`config.mk`:
```
export PLATFORM = sky130hd
export DESIGN_NAME = alu_cmd_sequencer
export DESIGN_NICKNAME = d
export VERILOG_FILES = /design/src/rtl/alu_cmd_sequencer.sv
export SDC_FILE = /design/constraint.sdc
export NUM_CORES = 1
export LEC_CHECK = 0
export ABC_AREA = 1
export CORE_UTILIZATION = 47
export CTS_CLUSTER_DIAMETER = 120
export DETAILED_ROUTE_END_ITERATION = 6
export PLACE_DENSITY_LB_ADDON = 0.12
export SLEW_MARGIN = 20
export SYNTH_ARGS = -nofsm -noshare
export SYNTH_HDL_FRONTEND = slang
export SYNTH_SLANG_ARGS = --single-unit
```
`constraint.sdc`:
```
create_clock -name clk -period 1.7 [get_ports clk]
set_clock_uncertainty 0.15 [all_clocks]
set_input_delay 0.17 -clock clk [delete_from_list [all_inputs] [get_ports clk]]
set_output_delay 0.17 -clock clk [all_outputs]
set_load 0.1 [all_outputs]
```
`src/rtl/alu_cmd_sequencer.sv`:
```
// alu_cmd_sequencer
//   Command-side driver for an 8-bit ALU. Each accepted command issues one ALU
//   operation with the accumulator as A and the command data as B. The ALU result
//   is written back into the accumulator. A command flagged last returns the final
//   accumulator, the op count and an overflow flag on a valid/ready response channel.
// Ports
//   clk, rst_n                  clock, asynchronous active-low reset
//   cmd_valid/cmd_ready         command handshake
//   cmd_op/cmd_data/cmd_last    ALU sel code, B operand, end-of-sequence flag
//   alu_sel/alu_a/alu_b         registered ALU drive (A = accumulator)
//   alu_y                       combinational ALU result
//   res_valid/res_ready         response handshake
//   res_data/res_ops/res_ovf    final accumulator, op count (saturating), overflow
module alu_cmd_sequencer #(
  parameter int unsigned WIDTH   = 8,
  parameter int unsigned MAX_OPS = 16,
  localparam int unsigned CW     = $clog2(MAX_OPS + 1)
) (
  input  logic             clk,
  input  logic             rst_n,
  input  logic             cmd_valid,
  output logic             cmd_ready,
  input  logic [2:0]       cmd_op,
  input  logic [WIDTH-1:0] cmd_data,
  input  logic             cmd_last,
  output logic [2:0]       alu_sel,
  output logic [WIDTH-1:0] alu_a,
  output logic [WIDTH-1:0] alu_b,
  input  logic [WIDTH-1:0] alu_y,
  output logic             res_valid,
  input  logic             res_ready,
  output logic [WIDTH-1:0] res_data,
  output logic [CW-1:0]    res_ops,
  output logic             res_ovf
);

  typedef enum logic [1:0] {
    IDLE = 2'd0,
    EXEC = 2'd1,
    RESP = 2'd2
  } state_t;

  localparam logic [CW-1:0] MAX_C = CW'(MAX_OPS);

  state_t           state;
  logic [WIDTH-1:0] acc;
  logic [CW-1:0]    count;
  logic             ovf_q;
  logic             last_q;
  logic             at_max;

  // Ready is a pure state decode, gated by rst_n so it is low for the whole
  // time reset is asserted rather than only after the first edge.
  assign cmd_ready = (state == IDLE) && rst_n;
  assign at_max    = (count == MAX_C);

  always_ff @(posedge clk or negedge rst_n) begin
    if (!rst_n) begin
      state     <= IDLE;
      acc       <= '0;
      count     <= '0;
      ovf_q     <= 1'b0;
      last_q    <= 1'b0;
      alu_sel   <= '0;
      alu_a     <= '0;
      alu_b     <= '0;
      res_valid <= 1'b0;
      res_data  <= '0;
      res_ops   <= '0;
      res_ovf   <= 1'b0;
    end else begin
      case (state)
        IDLE: begin
          if (cmd_valid) begin
            alu_sel <= cmd_op;
            alu_a   <= acc;
            alu_b   <= cmd_data;
            last_q  <= cmd_last;
            state   <= EXEC;
          end
        end
        EXEC: begin
          acc <= alu_y;
          if (at_max) begin
            ovf_q <= 1'b1;
          end else begin
            count <= count + CW'(1);
          end
          if (last_q) begin
            res_data  <= alu_y;
            res_ops   <= at_max ? count : count + CW'(1);
            res_ovf   <= ovf_q | at_max;
            res_valid <= 1'b1;
            state     <= RESP;
          end else begin
            state <= IDLE;
          end
        end
        RESP: begin
          if (res_ready) begin
            res_valid <= 1'b0;
            acc       <= '0;
            count     <= '0;
            ovf_q     <= 1'b0;
            state     <= IDLE;
          end
        end
        default: state <= IDLE;
      endcase
    end
  end

endmodule

```
Yosys cells after proc, flatten, opt, wreduce, memory -nomap -nowiden
Cells that the tools add are included. Widths: inputs -> output; s select.

Register bits: 51. Bits of input ports: 24. Word-level logic and storage cells: 44.

$add $sub $neg: 1. Equality and inequality tests: 7. Muxes and demuxes: 14. Bitwise logic cells: 1. Reduce and logical (&&, ||, !) cells: 9.

Operators by type and width (count): $pmux 8 s2 (1); $mux 5 (2); $pmux 5 s2 (1); $mux 8 (1); $ne 2x2->1 const B (4); $reduce_and 2->1 (4); $mux 2 (3); $pmux 2 s3 (1); $reduce_and 3->1 (2); $add 5x1->5 const B (1); $eq 5x5->1 const B (1); $pmux 1 s2 (2); $mux 1 (3); $eq 2x1->1 const B (1); $eq 2x2->1 const B (1); $logic_not 2->1 (1); $reduce_bool 2->1 (1); $logic_and 1x1->1 (1); $or 1x1->1 (1).

Logic depth before layout (Yosys ltp)
Gate-level depths: netlist of run 1.

Depth in word-level cells: 3. Mapped depth: 8. Mapped depth without buffers: 8.

Least setup slack after synthesis of run 1
No wires, ideal clock.

Path type: reg-to-output. Start point: register state[0]. End point: output port cmd_ready. Arrival: 2.647 ns. Required time: 1.380 ns. Setup slack: -1.267 ns. Stages on the path, launching flop included: 2. Path buffers: 0. Cell sequence: dfrtp_1 nor3b_1.

Word-level cells in the longest chain between the ends: 2.

Ends and longest elaborated chain: start, declared (line 45) `state_t state;`; start signal, assigned (line 59) `state <= IDLE;`; start signal, assigned (line 79) `state <= EXEC;`; start signal, assigned (line 94) `state <= RESP;`; $logic_not 2->1 (line 54) `assign cmd_ready = (state == IDLE) && rst_n;`; $logic_and 1x1->1 (line 54); end, declared (line 22) `output logic cmd_ready,`.

Every way passes these cells.

Final worst setup path of run 1
Start point: input port rst_n. End point: output port cmd_ready.

Word-level cells in the longest chain between the ends: 1.

Ends and longest elaborated chain: start, declared (line 20) `input logic rst_n,`; $logic_and 1x1->1 (line 54).

Every way passes these cells.

==> metrics.cfg, run 1 <==
[run_status]
status = complete, no violations

[critical_path]
critPathLaunch = rst_n
critPathLaunchType = input port
critPathMaxStageDelay_ns = 0.52
cp.required_ns = 1.38
slowest_stage = dlygate4sd3_1
crit_chain = dlygate4sd3_1, buf_2, nor3b_4, buf_12
path_max_fanout = 2
endpoint = cmd_ready
crit_type = input port to output port
r2r_slack_ns = 0.19
timing.rr.start = count[0]$_DFFE_PN0P_
endpoint_kind = output port
r2r_cells = 8
worst-endpoint-arrival_ns = 1.27
r2r_end = res_ops[0]$_DFFE_PN0P_

[final_layout]
utilization = 0.760
multi_input_area_um2 = 691
nFillCells = 293
drive_above_1_share = 0.182
nNetsFinal = 317
instances_no_fill = 341
syn_to_final_growth_pct = 50.3
diodes = 0
seq_area_um2 = 1280
final_common_cell = nand2_1
layout_common_cells = 106 x nand2_1, 51 x dfrtp_1, 35 x buf_12

[timing]
fmax_mhz = 629
max-slew-margin-rel = 0.584
slew_violations = 0
rsz0062_at_grt = false
finalSetupViolCount = 0
fin_crit_sh = 0.936
worst_pin_slew_ns = 0.625
tns_ns = 0
hold_viol = 0
fin_crit_ns = 1.59

[floorplanning]
io_pins = 59
fp.dieH_um = 68.8
start_util = 0.506
die_w_um = 68.8
rows = 23
dieArea_um2 = 4730
fp.coreArea_um2 = 4140

[clock_tree]
htree_num_levels = 2
clkTransAtPathRegs_ns = 0.09
cts.sink_count = 51
cts_tree = built
clkLatencyLatePin_ns = 0.30
numCtsBuffers = 5
clockRootBuffer = clkbuf_8
cts_buffer_depth = 2

[global_routing]
grt_overflow = 0
track_usage = 0.226
grt_pass1_wl_mm = 7.59
antenna_found_initial = 0
grt_max_degree = 52
grt_pass1_vias = 1591

[yosys]
synth.avg_cell_area_um2 = 9.15
synth_seq_cells = 51
synthCells = 229
synth_area_um2 = 2100
ys_seq_area_frac = 0.609
ys_top_cells_by_area = dfrtp_1 61%, nand2_1 19%, o21ai_0 4.3%
synth_top_area_frac = 0.609
synth_warnings = 0
synth_nets = 255
synth_cell_types = 19
synth_top_cell_by_area = dfrtp_1

[hold_path]
min_path_type = input port to flop
hold_depth = 3
hp-start = cmd_data[0]

[flow_run]
cap_violations = 0

[routing]
wirelength_mm = 4.55
post_drt_wl_per_cell_um = 13.4
vias_per_cell = 4.86
dr.pass1.iters = 4
drc = 0
vias = 1656
ant_nets = 0
dr.first_iter.drc_count = 118

[place]
port_buffers = 58
dp_hpwl_mm = 3.29
dp_cells = 333
finalWeightedCongestion = 0.807

-- cell type report --
cell class / count / share of cell area
Sequential cell: 51 / 0.405
Timing Repair Buffer: 62 / 0.304
Multi-Input combinational cell: 151 / 0.219
Clock buffer: 6 / 0.0262
Inverter: 20 / 0.0238
Tap cell: 50 / 0.0199
Clock inverter: 1 / 0.00159
-- state kept, by name, summed over array words and instances (netlist names) --
name,cells
acc,8
alu_a,8
alu_b,8
alu_sel,3
count,5
last_q,1
ovf_q,1
res_data,8
res_ops,5
res_ovf,1
res_valid,1
state,2
-- what timing repair did --
action                    in CTS  in global routing
hold buffers                   1                  0
hold endpoints to repair      51                  0
setup buffers                  0                  0
resized for setup              0                  0
-- cells in the mapped netlist (all sizes together) --
cell type  instances
dfrtp             51
o21ai             19
inv               20
nand3             14
xor2               1
o31ai              1
nand2            108
nor3b              1
nand4              2
nor2               3
buf                7
ha                 2
-- how the worst min path moves through the flow --
stage / endpoint
4_1_cts: alu_b[0]$_DFFE_PN0P_
5_1_grt: alu_b[0]$_DFFE_PN0P_
3_5_place_dp: res_ops[4]$_DFFE_PN0P_
6_report: alu_b[0]$_DFFE_PN0P_
3_3_place_gp: res_valid$_DFFE_PN0P_
2_1_floorplan: acc[0]$_DFFE_PN0P_
-- logic make-up after synthesis --
| logic type | share of synthesized area |
|---|---|
| AND/OR/NAND/NOR | 0.259 |
| buffers and inverters | 0.0669 |
| AO/OA/AOI/OAI | 0.0490 |
| adder cells (fa/ha/maj) | 0.0119 |
| XOR/XNOR | 0.00418 |
| flip-flops | 0.609 |
-- stage by stage --
| stage | instance area [um2] | hold slack, ns | worst slack (ns) |
|---|---|---|---|
| final | 3150 | 0.240 | 0.109 |
| after global routing | 3150 | 0.247 | 0.0597 |
| after CTS | 3150 | 0.240 | 0.0944 |
| after detailed placement | 3050 | 0.224 | 0.127 |
| after global placement | 3050 | 0.225 | 0.136 |
| after floorplan | 2110 | -0.276 | 0.0870 |
-- routing by layer --
metal  wire [um]  GRT usage  vias up
li1            -          -      831
met4          40     0.0689        0
met2        2150      0.338       52
met1        2090      0.325      768
met3         277     0.0559        5
met5           0          0        -
-- critical path, delay by kind of cell --
| family | cells | cell delay (ns) |
|---|---|---|
| buffers and inverters | 3 | 0.86 |
| and+or+nand+nor | 1 | 0.24 |
Power of run 1 is not shown: default switching activity piles up to over one toggle a cycle in this logic, so the estimate is an artifact.
==> inputs of run 2 (changes only) <==
CORE_MARGIN = 2   (was not set)
CTS_BUF_LIST = sky130_fd_sc_hd__clkbuf_16   (was not set)
==> run 2 against run 1 <==
Routed wire length grew 5.0%. First-iteration DRC count down 5.9%. Worst hold slack better by 0.030 ns. Register-to-register slack about the same. Flip-flop and latch count unchanged. Final area increased by 1.9%. Die area rose by 5.9%. Maximum frequency decreased by 0.95%. Critical path type unchanged.
==> metrics.cfg, run 2 (synthesized netlist as in run 1, its figures left out) <==
[timing]
finalSetupViolCount = 0  ; unchanged
fin_crit_sh = 0.945  ; was 0.936
fmax_mhz = 623  ; was 629 MHz
tns_ns = 0  ; unchanged
hold_viol = 0  ; unchanged
rsz0062_at_grt = false  ; unchanged
slew_violations = 0  ; unchanged
worst_slack_ns = 0.0937  ; was 0.109 ns
fin_crit_ns = 1.61  ; was 1.59 ns
max-slew-margin-rel = 0.575  ; was 0.584
worst_pin_slew_ns = 0.637  ; was 0.625 ns

[critical_path]
critPathMaxStageDelay_ns = 0.53  ; was 0.52 ns
crit_type = input port to output port  ; unchanged
timing.rr.start = count[0]$_DFFE_PN0P_  ; unchanged
critPathLaunch = rst_n  ; unchanged
cp.required_ns = 1.38  ; about the same
crit_buf_inv = 3  ; unchanged
slowest_stage = dlygate4sd3_1  ; unchanged
critPathTopFamily = buffers and inverters  ; unchanged
path_max_fanout = 2  ; unchanged
crit_chain = dlygate4sd3_1, buf_2, nor3b_4, buf_12  ; unchanged
worst-endpoint-arrival_ns = 1.29  ; was 1.27 ns
critPathLaunchType = input port  ; unchanged
endpoint_kind = output port  ; unchanged

[clock_tree]
cts_buffer_depth = 2  ; unchanged
hold_buffers = 1  ; unchanged
clkLatencyLatePin_ns = 0.28  ; was 0.30 ns
cts.sink_count = 51  ; unchanged
cts_resized = 0  ; unchanged
numCtsBuffers = 5  ; unchanged
clockRootBuffer = clkbuf_16  ; was clkbuf_8
cts_tree = built  ; unchanged
clkTransAtPathRegs_ns = 0.06  ; was 0.09 ns
htree_num_levels = 2  ; unchanged
cts_setup_buffers = 0  ; unchanged

[hold_path]
hp-start = cmd_op[2]  ; was cmd_data[0]
min_path_type = input port to flop  ; unchanged

[final_layout]
instances_no_fill = 345  ; was 341
utilization = 0.742  ; was 0.760
nNetsFinal = 318  ; was 317
diodes = 0  ; unchanged
drive_above_1_share = 0.177  ; was 0.182
layout_common_cells = 106 x nand2_1, 51 x dfrtp_1, 35 x buf_12  ; unchanged
syn_to_final_growth_pct = 53.1  ; was 50.3%
nFillCells = 304  ; was 293
final_common_cell = nand2_1  ; unchanged

[place]
finalWeightedCongestion = 0.820  ; was 0.807
dp_slack_ns = 0.180  ; was 0.127 ns
dp_cells = 336  ; was 333
dp_hpwl_mm = 3.43  ; was 3.29 mm
port_buffers = 58  ; unchanged

[global_routing]
grt_pass1_wl_mm = 8.05  ; was 7.59 mm
grt_overflow = 0  ; unchanged
grt_pass1_vias = 1757  ; was 1591
track_usage = 0.209  ; was 0.226
grt_max_degree = 52  ; unchanged
antenna_found_initial = 0  ; unchanged

[floorplanning]
dieArea_um2 = 5010  ; was 4730 um2
io_pins = 59  ; unchanged
fp.dieH_um = 70.8  ; was 68.8 um
rows = 24  ; was 23
start_util = 0.485  ; was 0.506
die_w_um = 70.8  ; was 68.8 um
fp.coreArea_um2 = 4320  ; was 4140 um2

[routing]
met3_length_um = 267  ; was 277 um
dr.first_iter.drc_count = 111  ; was 118
wirelength_mm = 4.78  ; was 4.55 mm
wl_met1_mm = 1.98  ; was 2.09 mm
dr.pass1.iters = 4  ; unchanged
vias_per_cell = 4.88  ; was 4.86
post_drt_wl_per_cell_um = 13.9  ; was 13.4 um
wl_met2_mm = 2.44  ; was 2.15 mm
highest_layer = met4  ; unchanged
vias = 1685  ; was 1656
ant_nets = 0  ; unchanged
drc = 0  ; unchanged

[flow_run]
cap_violations = 0  ; unchanged

[run_status]
status = complete, no violations  ; unchanged

-- run 2: cell types whose count changed in the layout (fill, tap and decap cells not counted) --
cell and change:
buf_4 +1, clkbuf_16 +5, clkinv_2 -1, clkinv_1 +2, clkbuf_8 -6, inv_1 +1
-- run 2: per-stage QoR --
step	hold slack, ns	area [um2]
detailed placement	0.211	3060
floorplan	-0.276	2110
global route	0.284	3210
CTS	0.266	3210
global placement	0.209	3060
finish	0.270	3210
-- run 2: worst reg2reg max path, delay by kind of cell (launching register included) --
kind                       cells  cell delay [ns]
and+or+nand+nor                5             0.46
adders and majority gates      1             0.21
DFF                            1             0.44
buffers and inverters          2             0.16
-- run 2: per-layer routing --
| metal | vias to the layer above | track usage |
|---|---|---|
| li1 | 836 | - |
| met5 | - | 0 |
| met2 | 50 | 0.344 |
| met1 | 790 | 0.263 |
| met4 | 0 | 0.0839 |
| met3 | 9 | 0.0556 |
-- run 2: final timing paths --
check,end,slack [ns],cells past startpoint
max reg2reg,count[0]$_DFFE_PN0P_,0.19,8
min in group asynchronous,res_data[5]$_DFFE_PN0P_,0.44,3
max in group asynchronous,res_data[7]$_DFFE_PN0P_,0.53,3
min reg2reg,ovf_q$_DFFE_PN0P_,0.38,2
max,cmd_ready,0.09,4
min,alu_sel[2]$_DFFE_PN0P_,0.27,3
-- run 2: final cells by class --
class	count	area, um2	share of cell area
multi-input combinational	151	691	0.215
clock buffer	5	125	0.0390
timing repair buffer	63	966	0.301
clock inverter	3	11.3	0.00351
tap	52	65.1	0.0203
inverter	20	75.1	0.0234
sequential	51	1280	0.398
Power of run 2 is left out for the same reason.
